==> config.mk <==
export PLATFORM = sky130hd
export DESIGN_NAME = memlcd_frame_writer_flat
export DESIGN_NICKNAME = d
export VERILOG_FILES = /design/src/rtl/memlcd_pkg.sv /design/src/rtl/memlcd_frame_writer_if.sv /design/src/rtl/memlcd_pattern_gen.sv /design/src/rtl/memlcd_frame_writer.sv /design/src/flat_wrapper.sv
export SDC_FILE = /design/constraint.sdc
export NUM_CORES = 1
export LEC_CHECK = 0
export CAP_MARGIN = 30
export CORE_ASPECT_RATIO = 0.75
export CORE_UTILIZATION = 58
export DETAILED_ROUTE_END_ITERATION = 6
export DONT_BUFFER_PORTS = 1
export HOLD_SLACK_MARGIN = 0.05
export PLACE_DENSITY_LB_ADDON = 0.05
export SLEW_MARGIN = 5
export SYNTH_ARGS = -nofsm -noshare
export SYNTH_HDL_FRONTEND = slang
export SYNTH_HIERARCHICAL = 1
export SYNTH_SLANG_ARGS = --single-unit
==> constraint.sdc <==
create_clock -name i_clk -period 2.4 [get_ports i_clk]
set_input_delay 0.12 -clock i_clk [delete_from_list [all_inputs] [get_ports i_clk]]
set_output_delay 0.12 -clock i_clk [all_outputs]
set_load 0.01 [all_outputs]
==> src/rtl/memlcd_pkg.sv <==
// Shared definitions for the memory-LCD frame writer.
// Holds the default frame geometry, the i_mode encodings, the writer FSM
// state encoding and the colour-bar palette.
package memlcd_pkg;

  localparam int DEF_H_WORDS = 120;
  localparam int DEF_V_LINES = 640;

  typedef enum logic [1:0] {
    MODE_STREAM = 2'b00,
    MODE_BARS   = 2'b01,
    MODE_CHECK  = 2'b10,
    MODE_SOLID  = 2'b11
  } mode_e;

  typedef enum logic [1:0] {
    ST_IDLE    = 2'd0,
    ST_STREAM  = 2'd1,
    ST_PAD     = 2'd2,
    ST_PATTERN = 2'd3
  } state_e;

  // Eight vertical bars, RGB 2:2:2.
  function automatic logic [5:0] bar_color(input logic [2:0] idx);
    case (idx)
      3'd0:    return 6'h00;
      3'd1:    return 6'h03;
      3'd2:    return 6'h0C;
      3'd3:    return 6'h0F;
      3'd4:    return 6'h30;
      3'd5:    return 6'h33;
      3'd6:    return 6'h3C;
      default: return 6'h3F;
    endcase
  endfunction

endpackage

==> src/rtl/memlcd_frame_writer_if.sv <==
// Host pixel stream into the frame writer.
//   i_s_valid : host word valid
//   i_s_data  : RGB 2:2:2 pixel
//   i_s_sof   : word is pixel (0,0) of a frame
//   o_s_ready : word accepted when valid && ready
// master = host side, slave = frame writer side.
interface memlcd_stream_if;
  logic       i_s_valid;
  logic [5:0] i_s_data;
  logic       i_s_sof;
  logic       o_s_ready;

  modport master (output i_s_valid, output i_s_data, output i_s_sof, input o_s_ready);
  modport slave  (input i_s_valid, input i_s_data, input i_s_sof, output o_s_ready);
endinterface

==> src/rtl/memlcd_pattern_gen.sv <==
// Combinational bring-up pattern source.
//   mode : latched pattern mode (bars / checkerboard / solid)
//   col  : column of the word being generated
//   row  : row of the word being generated
//   pix  : 6-bit RGB 2:2:2 pixel
module memlcd_pattern_gen
  import memlcd_pkg::*;
#(
  parameter int CW = 7,
  parameter int RW = 10
) (
  input  mode_e         mode,
  input  logic [CW-1:0] col,
  input  logic [RW-1:0] row,
  output logic [5:0]    pix
);

  logic [2:0] bar_idx;
  logic       chk_on;

  always_comb begin
    // col/15 as a threshold search, avoiding a divider.
    bar_idx = 3'd0;
    for (int b = 1; b < 8; b++) begin
      if (32'(col) >= 32'(15 * b)) bar_idx = 3'(b);
    end
    chk_on = ((col & CW'(8)) != '0) ^ ((row & RW'(8)) != '0);
    case (mode)
      MODE_BARS:  pix = bar_color(bar_idx);
      MODE_CHECK: pix = chk_on ? 6'h3F : 6'h00;
      default:    pix = 6'h00;
    endcase
  end

endmodule

==> src/rtl/memlcd_frame_writer.sv <==
// Write-side producer for the memory-LCD pixel FIFO. Emits exactly
// H_WORDS x V_LINES words per frame, either from the host stream (aligned
// on SOF, padded with zeros after an early SOF) or from a test pattern.
//   i_clk, i_reset : FIFO write clock, async active-high reset
//   i_mode         : 00 stream, 01 bars, 10 checkerboard, 11 black
//   s_if           : host pixel stream (slave)
//   o_winc/o_wdata : FIFO write port, i_wfull its full flag
//   o_frame_done   : pulse with the last write of a frame
//   o_err_early    : pulse when SOF arrives mid-frame
//   o_err_drop     : pulse per non-SOF word discarded while waiting for SOF
module memlcd_frame_writer
  import memlcd_pkg::*;
#(
  parameter int DATA_WIDTH = 8,
  parameter int H_WORDS    = DEF_H_WORDS,
  parameter int V_LINES    = DEF_V_LINES
) (
  input  logic                  i_clk,
  input  logic                  i_reset,
  input  logic [1:0]            i_mode,
  memlcd_stream_if.slave        s_if,
  output logic                  o_winc,
  output logic [DATA_WIDTH-1:0] o_wdata,
  input  logic                  i_wfull,
  output logic                  o_frame_done,
  output logic                  o_err_early,
  output logic                  o_err_drop
);

  localparam int CW = (H_WORDS > 1) ? $clog2(H_WORDS) : 1;
  localparam int RW = (V_LINES > 1) ? $clog2(V_LINES) : 1;
  localparam logic [CW-1:0] COL_LAST = CW'(H_WORDS - 1);
  localparam logic [RW-1:0] ROW_LAST = RW'(V_LINES - 1);

  state_e        state;
  mode_e         r_mode;
  mode_e         mode_in;
  logic [CW-1:0] col, nxt_col, ld_col;
  logic [RW-1:0] row, nxt_row, ld_row;
  logic          r_vld;
  logic [5:0]    r_data;
  logic          can_load, ld_last, ready, host_acc, early_sof;
  logic          load_en;
  logic [5:0]    load_data, pat_pix;

  assign mode_in = mode_e'(i_mode);

  assign o_winc       = r_vld && !i_wfull;
  assign o_wdata      = DATA_WIDTH'(r_data);
  assign o_frame_done = o_winc && (col == COL_LAST) && (row == ROW_LAST);
  assign can_load     = !r_vld || o_winc;

  // col/row count written words; the word loaded this cycle sits one
  // position ahead whenever the output register is occupied.
  always_comb begin
    nxt_col = col + 1'b1;
    nxt_row = row;
    if (col == COL_LAST) begin
      nxt_col = '0;
      nxt_row = (row == ROW_LAST) ? '0 : row + 1'b1;
    end
  end

  assign ld_col  = r_vld ? nxt_col : col;
  assign ld_row  = r_vld ? nxt_row : row;
  assign ld_last = (ld_col == COL_LAST) && (ld_row == ROW_LAST);

  memlcd_pattern_gen #(.CW(CW), .RW(RW)) u_pattern (
    .mode (r_mode),
    .col  (ld_col),
    .row  (ld_row),
    .pix  (pat_pix)
  );

  // A SOF word seen mid-frame is held off (ready low) so it can open the
  // next frame once padding completes.
  always_comb begin
    ready = 1'b0;
    case (state)
      ST_IDLE:   ready = (mode_in == MODE_STREAM) && can_load;
      ST_STREAM: ready = can_load && !s_if.i_s_sof;
      default:   ready = 1'b0;
    endcase
    if (i_reset) ready = 1'b0;
  end

  assign s_if.o_s_ready = ready;
  assign host_acc       = s_if.i_s_valid && ready;
  assign early_sof      = (state == ST_STREAM) && s_if.i_s_valid && s_if.i_s_sof;

  always_comb begin
    load_en   = 1'b0;
    load_data = 6'h00;
    case (state)
      ST_IDLE: begin
        load_en   = host_acc && s_if.i_s_sof;
        load_data = s_if.i_s_data;
      end
      ST_STREAM: begin
        load_en   = host_acc;
        load_data = s_if.i_s_data;
      end
      ST_PAD: begin
        load_en   = can_load;
        load_data = 6'h00;
      end
      default: begin
        load_en   = can_load;
        load_data = pat_pix;
      end
    endcase
  end

  // Stage boundary: FSM, counters and one-entry output register.
  always_ff @(posedge i_clk or posedge i_reset) begin
    if (i_reset) begin
      state       <= ST_IDLE;
      r_mode      <= MODE_STREAM;
      col         <= '0;
      row         <= '0;
      r_vld       <= 1'b0;
      r_data      <= 6'h00;
      o_err_early <= 1'b0;
      o_err_drop  <= 1'b0;
    end else begin
      o_err_early <= 1'b0;
      o_err_drop  <= 1'b0;

      if (o_winc) begin
        col <= nxt_col;
        row <= nxt_row;
      end

      if (load_en) begin
        r_vld  <= 1'b1;
        r_data <= load_data;
      end else if (o_winc) begin
        r_vld <= 1'b0;
      end

      case (state)
        ST_IDLE: begin
          r_mode <= mode_in;
          if (mode_in != MODE_STREAM) begin
            state <= ST_PATTERN;
          end else if (host_acc) begin
            if (!s_if.i_s_sof)  o_err_drop <= 1'b1;
            else if (!ld_last)  state <= ST_STREAM;
          end
        end
        ST_STREAM: begin
          if (early_sof) begin
            o_err_early <= 1'b1;
            state       <= ST_PAD;
          end else if (host_acc && ld_last) begin
            state <= ST_IDLE;
          end
        end
        default: begin
          if (can_load && ld_last) state <= ST_IDLE;
        end
      endcase
    end
  end

endmodule

==> src/flat_wrapper.sv <==
// flat-port wrapper written by rule: the top's interface ports become plain ports
module memlcd_frame_writer_flat import memlcd_pkg::*;
#(
  parameter int DATA_WIDTH = 8,
  parameter int H_WORDS    = DEF_H_WORDS,
  parameter int V_LINES    = DEF_V_LINES
)
  (i_clk, i_reset, i_mode, o_winc, o_wdata, i_wfull, o_frame_done, o_err_early, o_err_drop, s_if_i_s_valid, s_if_i_s_data, s_if_i_s_sof, s_if_o_s_ready);
  memlcd_stream_if s_if_i ();
  input  logic i_clk;
  input  logic i_reset;
  input  logic [1:0] i_mode;
  output logic o_winc;
  output logic [DATA_WIDTH-1:0] o_wdata;
  input  logic i_wfull;
  output logic o_frame_done;
  output logic o_err_early;
  output logic o_err_drop;
  input wire logic [$bits(s_if_i.i_s_valid)-1:0] s_if_i_s_valid;
  input wire logic [$bits(s_if_i.i_s_data)-1:0] s_if_i_s_data;
  input wire logic [$bits(s_if_i.i_s_sof)-1:0] s_if_i_s_sof;
  output wire logic [$bits(s_if_i.o_s_ready)-1:0] s_if_o_s_ready;
  assign s_if_i.i_s_valid = s_if_i_s_valid;
  assign s_if_i.i_s_data = s_if_i_s_data;
  assign s_if_i.i_s_sof = s_if_i_s_sof;
  assign s_if_o_s_ready = s_if_i.o_s_ready;
  memlcd_frame_writer #(.DATA_WIDTH(DATA_WIDTH), .H_WORDS(H_WORDS), .V_LINES(V_LINES)) u_core (.i_clk(i_clk), .i_reset(i_reset), .i_mode(i_mode), .s_if(s_if_i), .o_winc(o_winc), .o_wdata(o_wdata), .i_wfull(i_wfull), .o_frame_done(o_frame_done), .o_err_early(o_err_early), .o_err_drop(o_err_drop));
endmodule
==> flow_metrics.tcl <==
set metrics [dict create \
    htree_levels 2 \
    cp_slowest_cell "dfrtp_1" \
    drt-initial-drc-count 206 \
    hold_start "s_if_i_s_sof" \
    post-dp-hpwl_um 3697 \
    fin_crit_ps 2281 \
    viasPerCell 5.952 \
    antenna_found_initial 0 \
    slowest_delay_ps 390 \
    first_pass_iters 4 \
    fmax_mhz 438.4 \
    relSlewSlack 0.6331 \
    timing.final.ws_setup_ps 119.2 \
    power.leakage_nw 1.087 \
    fp-row-count 19 \
    avgRoutedWirePerCell_um 14.96 \
    die_area_um2 4177 \
    worst-path-buf-inv 0 \
    criticalPathCategory "flip-flop to flip-flop" \
    cts_tree "built" \
    num_vias 2101 \
    post-route-period-util 0.9503 \
    r2r_end "u_core/r_data[0]" \
    nFillCells 317 \
    drt-total-wl_um 5280 \
    drive_gt1_frac 0.1960 \
    worstSetupEndpointType "flip-flop" \
    root_buffer "clkbuf_8" \
    die_w_um 74.29 \
    worstRegToRegCells 10 \
    initial_core_util 0.6130 \
    cts_sinks 30 \
    hold_class "input pin to flip-flop" \
    holdPathEnd "u_core/r_vld" \
    status "finished, final reports clean" \
    grt_pass1_vias 1867 \
    cp_max_fo 7 \
    clk_latency_ps 300 \
    crit_path_frequent_cell "a21oi_1" \
    io_pins 26 \
    crit_family "compound AO/OA/AOI/OAI gates" \
    whs_path_depth 3 \
    dp_worst_setup_slack_ps 60.58 \
    port_buffers 0 \
    regToRegSetupSlack_ps 120 \
    syn_inst 285 \
    setup_tns_ps 0 \
    worstReg2RegStart "u_core/col[1]" \
    slew_viol_final 0 \
    cp.arrival_ps 2510 \
    synthesis.area_um2 2273 \
    placed_area_um2 2386 \
    cts.clk_slew.worst_paths_ps 70 \
    grt-ovfl-total 0 \
    areaGrowthSynthToFinish_pct 13.81 \
    hold_ws_ps 114.6 \
    drv_cap 0 \
    drtAntennaViolNets 0 \
    nets 317 \
    numCtsBuffers 5 \
    setup_viol 0 \
    route.detailed.drc 0 \
    syn-mean-instance-area_um2 7.977 \
    grt_pass1_wl_um 8680 \
    grt_max_degree 32 \
    path_cells "ha_4, and4_4, nand2_2, mux2_4, o21ai_1, o211a_1, o211ai_2, a311oi_2, a21oi_1, a21oi_1" \
    final_area_um2 2587 \
    clock_path_buffers 2 \
    ir_worst_vdd_mv 0.3939 \
    skew_ps 10.21 \
    track_usage 0.2763 \
    yosys_warnings 6 \
    powerDensity_nw_per_um2 698.7 \
    start_kind "flip-flop" \
    fp.coreArea_um2 3709 \
    worst_pin_slew_ps 546.7 \
    antenna_cells 0 \
    required_ps 2630 \
    final_util 0.6977 \
    hold_viol 0 \
    die_y_um 56.22 \
    gp_congestion 0.8466 \
]
==> layout make-up <==
class / count / area [um^2] / share of cell area
multi-input combinational: 225 / 1405 / 0.5430
sequential: 30 / 753.2 / 0.2911
timing repair buffer: 29 / 235.2 / 0.09091
clock buffer: 6 / 82.58 / 0.03191
tap: 52 / 65.06 / 0.02515
inverter: 9 / 33.78 / 0.01306
clock inverter: 2 / 12.51 / 0.004836
==> routing by layer <==
metal  global-route usage  share of wire
met1               0.4253           0.49
met2               0.3870           0.44
met3              0.07065          0.067
met4              0.05930         0.0061
met5                    0              0
==> power by group <==
part	total, mW	switching (mW)	internal, mW
sequential	0.649	0.0909	0.558
clock	0.442	0.212	0.230
combinational	0.717	0.400	0.316
total	1.81	0.703	1.10
==> per-stage QoR <==
stage | power [mW] | instances
6_report | 1.808 | 353
3_3_place_gp | 1.314 | 338
5_1_grt | 1.914 | 353
4_1_cts | 1.782 | 353
2_1_floorplan | 1.183 | 286
3_5_place_dp | 1.327 | 338
==> placed cells by master, fill, tap and decap left out, drive strengths merged, types with 6 or more instances in the layout <==
cell / n
a21oi: 26
nor2b: 9
nand2: 44
nand4: 9
nand2b: 7
dlygate4sd3: 7
nor3: 10
dfrtp: 30
buf: 22
nor2: 25
o21ai: 17
nand3: 14
inv: 8
clkbuf: 6
==> worst reg2reg max path, cell delays in order (launching register included) <==
cell and delay, ps:
dfrtp_1 390, ha_4 190, and4_4 280, nand2_2 70
mux2_4 340, o21ai_1 140, o211a_1 190, o211ai_2 80
a311oi_2 270, a21oi_1 120, a21oi_1 150
==> registers in the layout (all words and copies together) (netlist names) <==
signal and count:
u_core/col 7, u_core/o_err_drop 1, u_core/o_err_early 1, u_core/r_data 6, u_core/r_mode 2, u_core/r_vld 1
u_core/row 10, u_core/state 2
==> worst max-delay path by stage <==
stage	from	endpoint	slack [ps]	cells past startpoint
floorplan	u_core/col[0]	u_core/r_data[1]	20	13
global placement	u_core/col[1]	u_core/r_data[0]	160	10
detailed placement	u_core/col[1]	u_core/r_data[0]	60	10
CTS	u_core/col[0]	u_core/r_data[0]	30	10
global route	u_core/col[3]	u_core/r_data[0]	-3	9
finish	u_core/col[1]	u_core/r_data[0]	120	10
==> what timing repair did <==
| action | in CTS | in global routing |
|---|---|---|
| setup endpoints to repair | 0 | 6 |
| hold buffers | 7 | 0 |
| setup buffers | 0 | 0 |
| gates resized for setup | 0 | 11 |
| hold endpoints to repair | 35 | 0 |
Note: power is estimated with default switching activity, not from simulation.
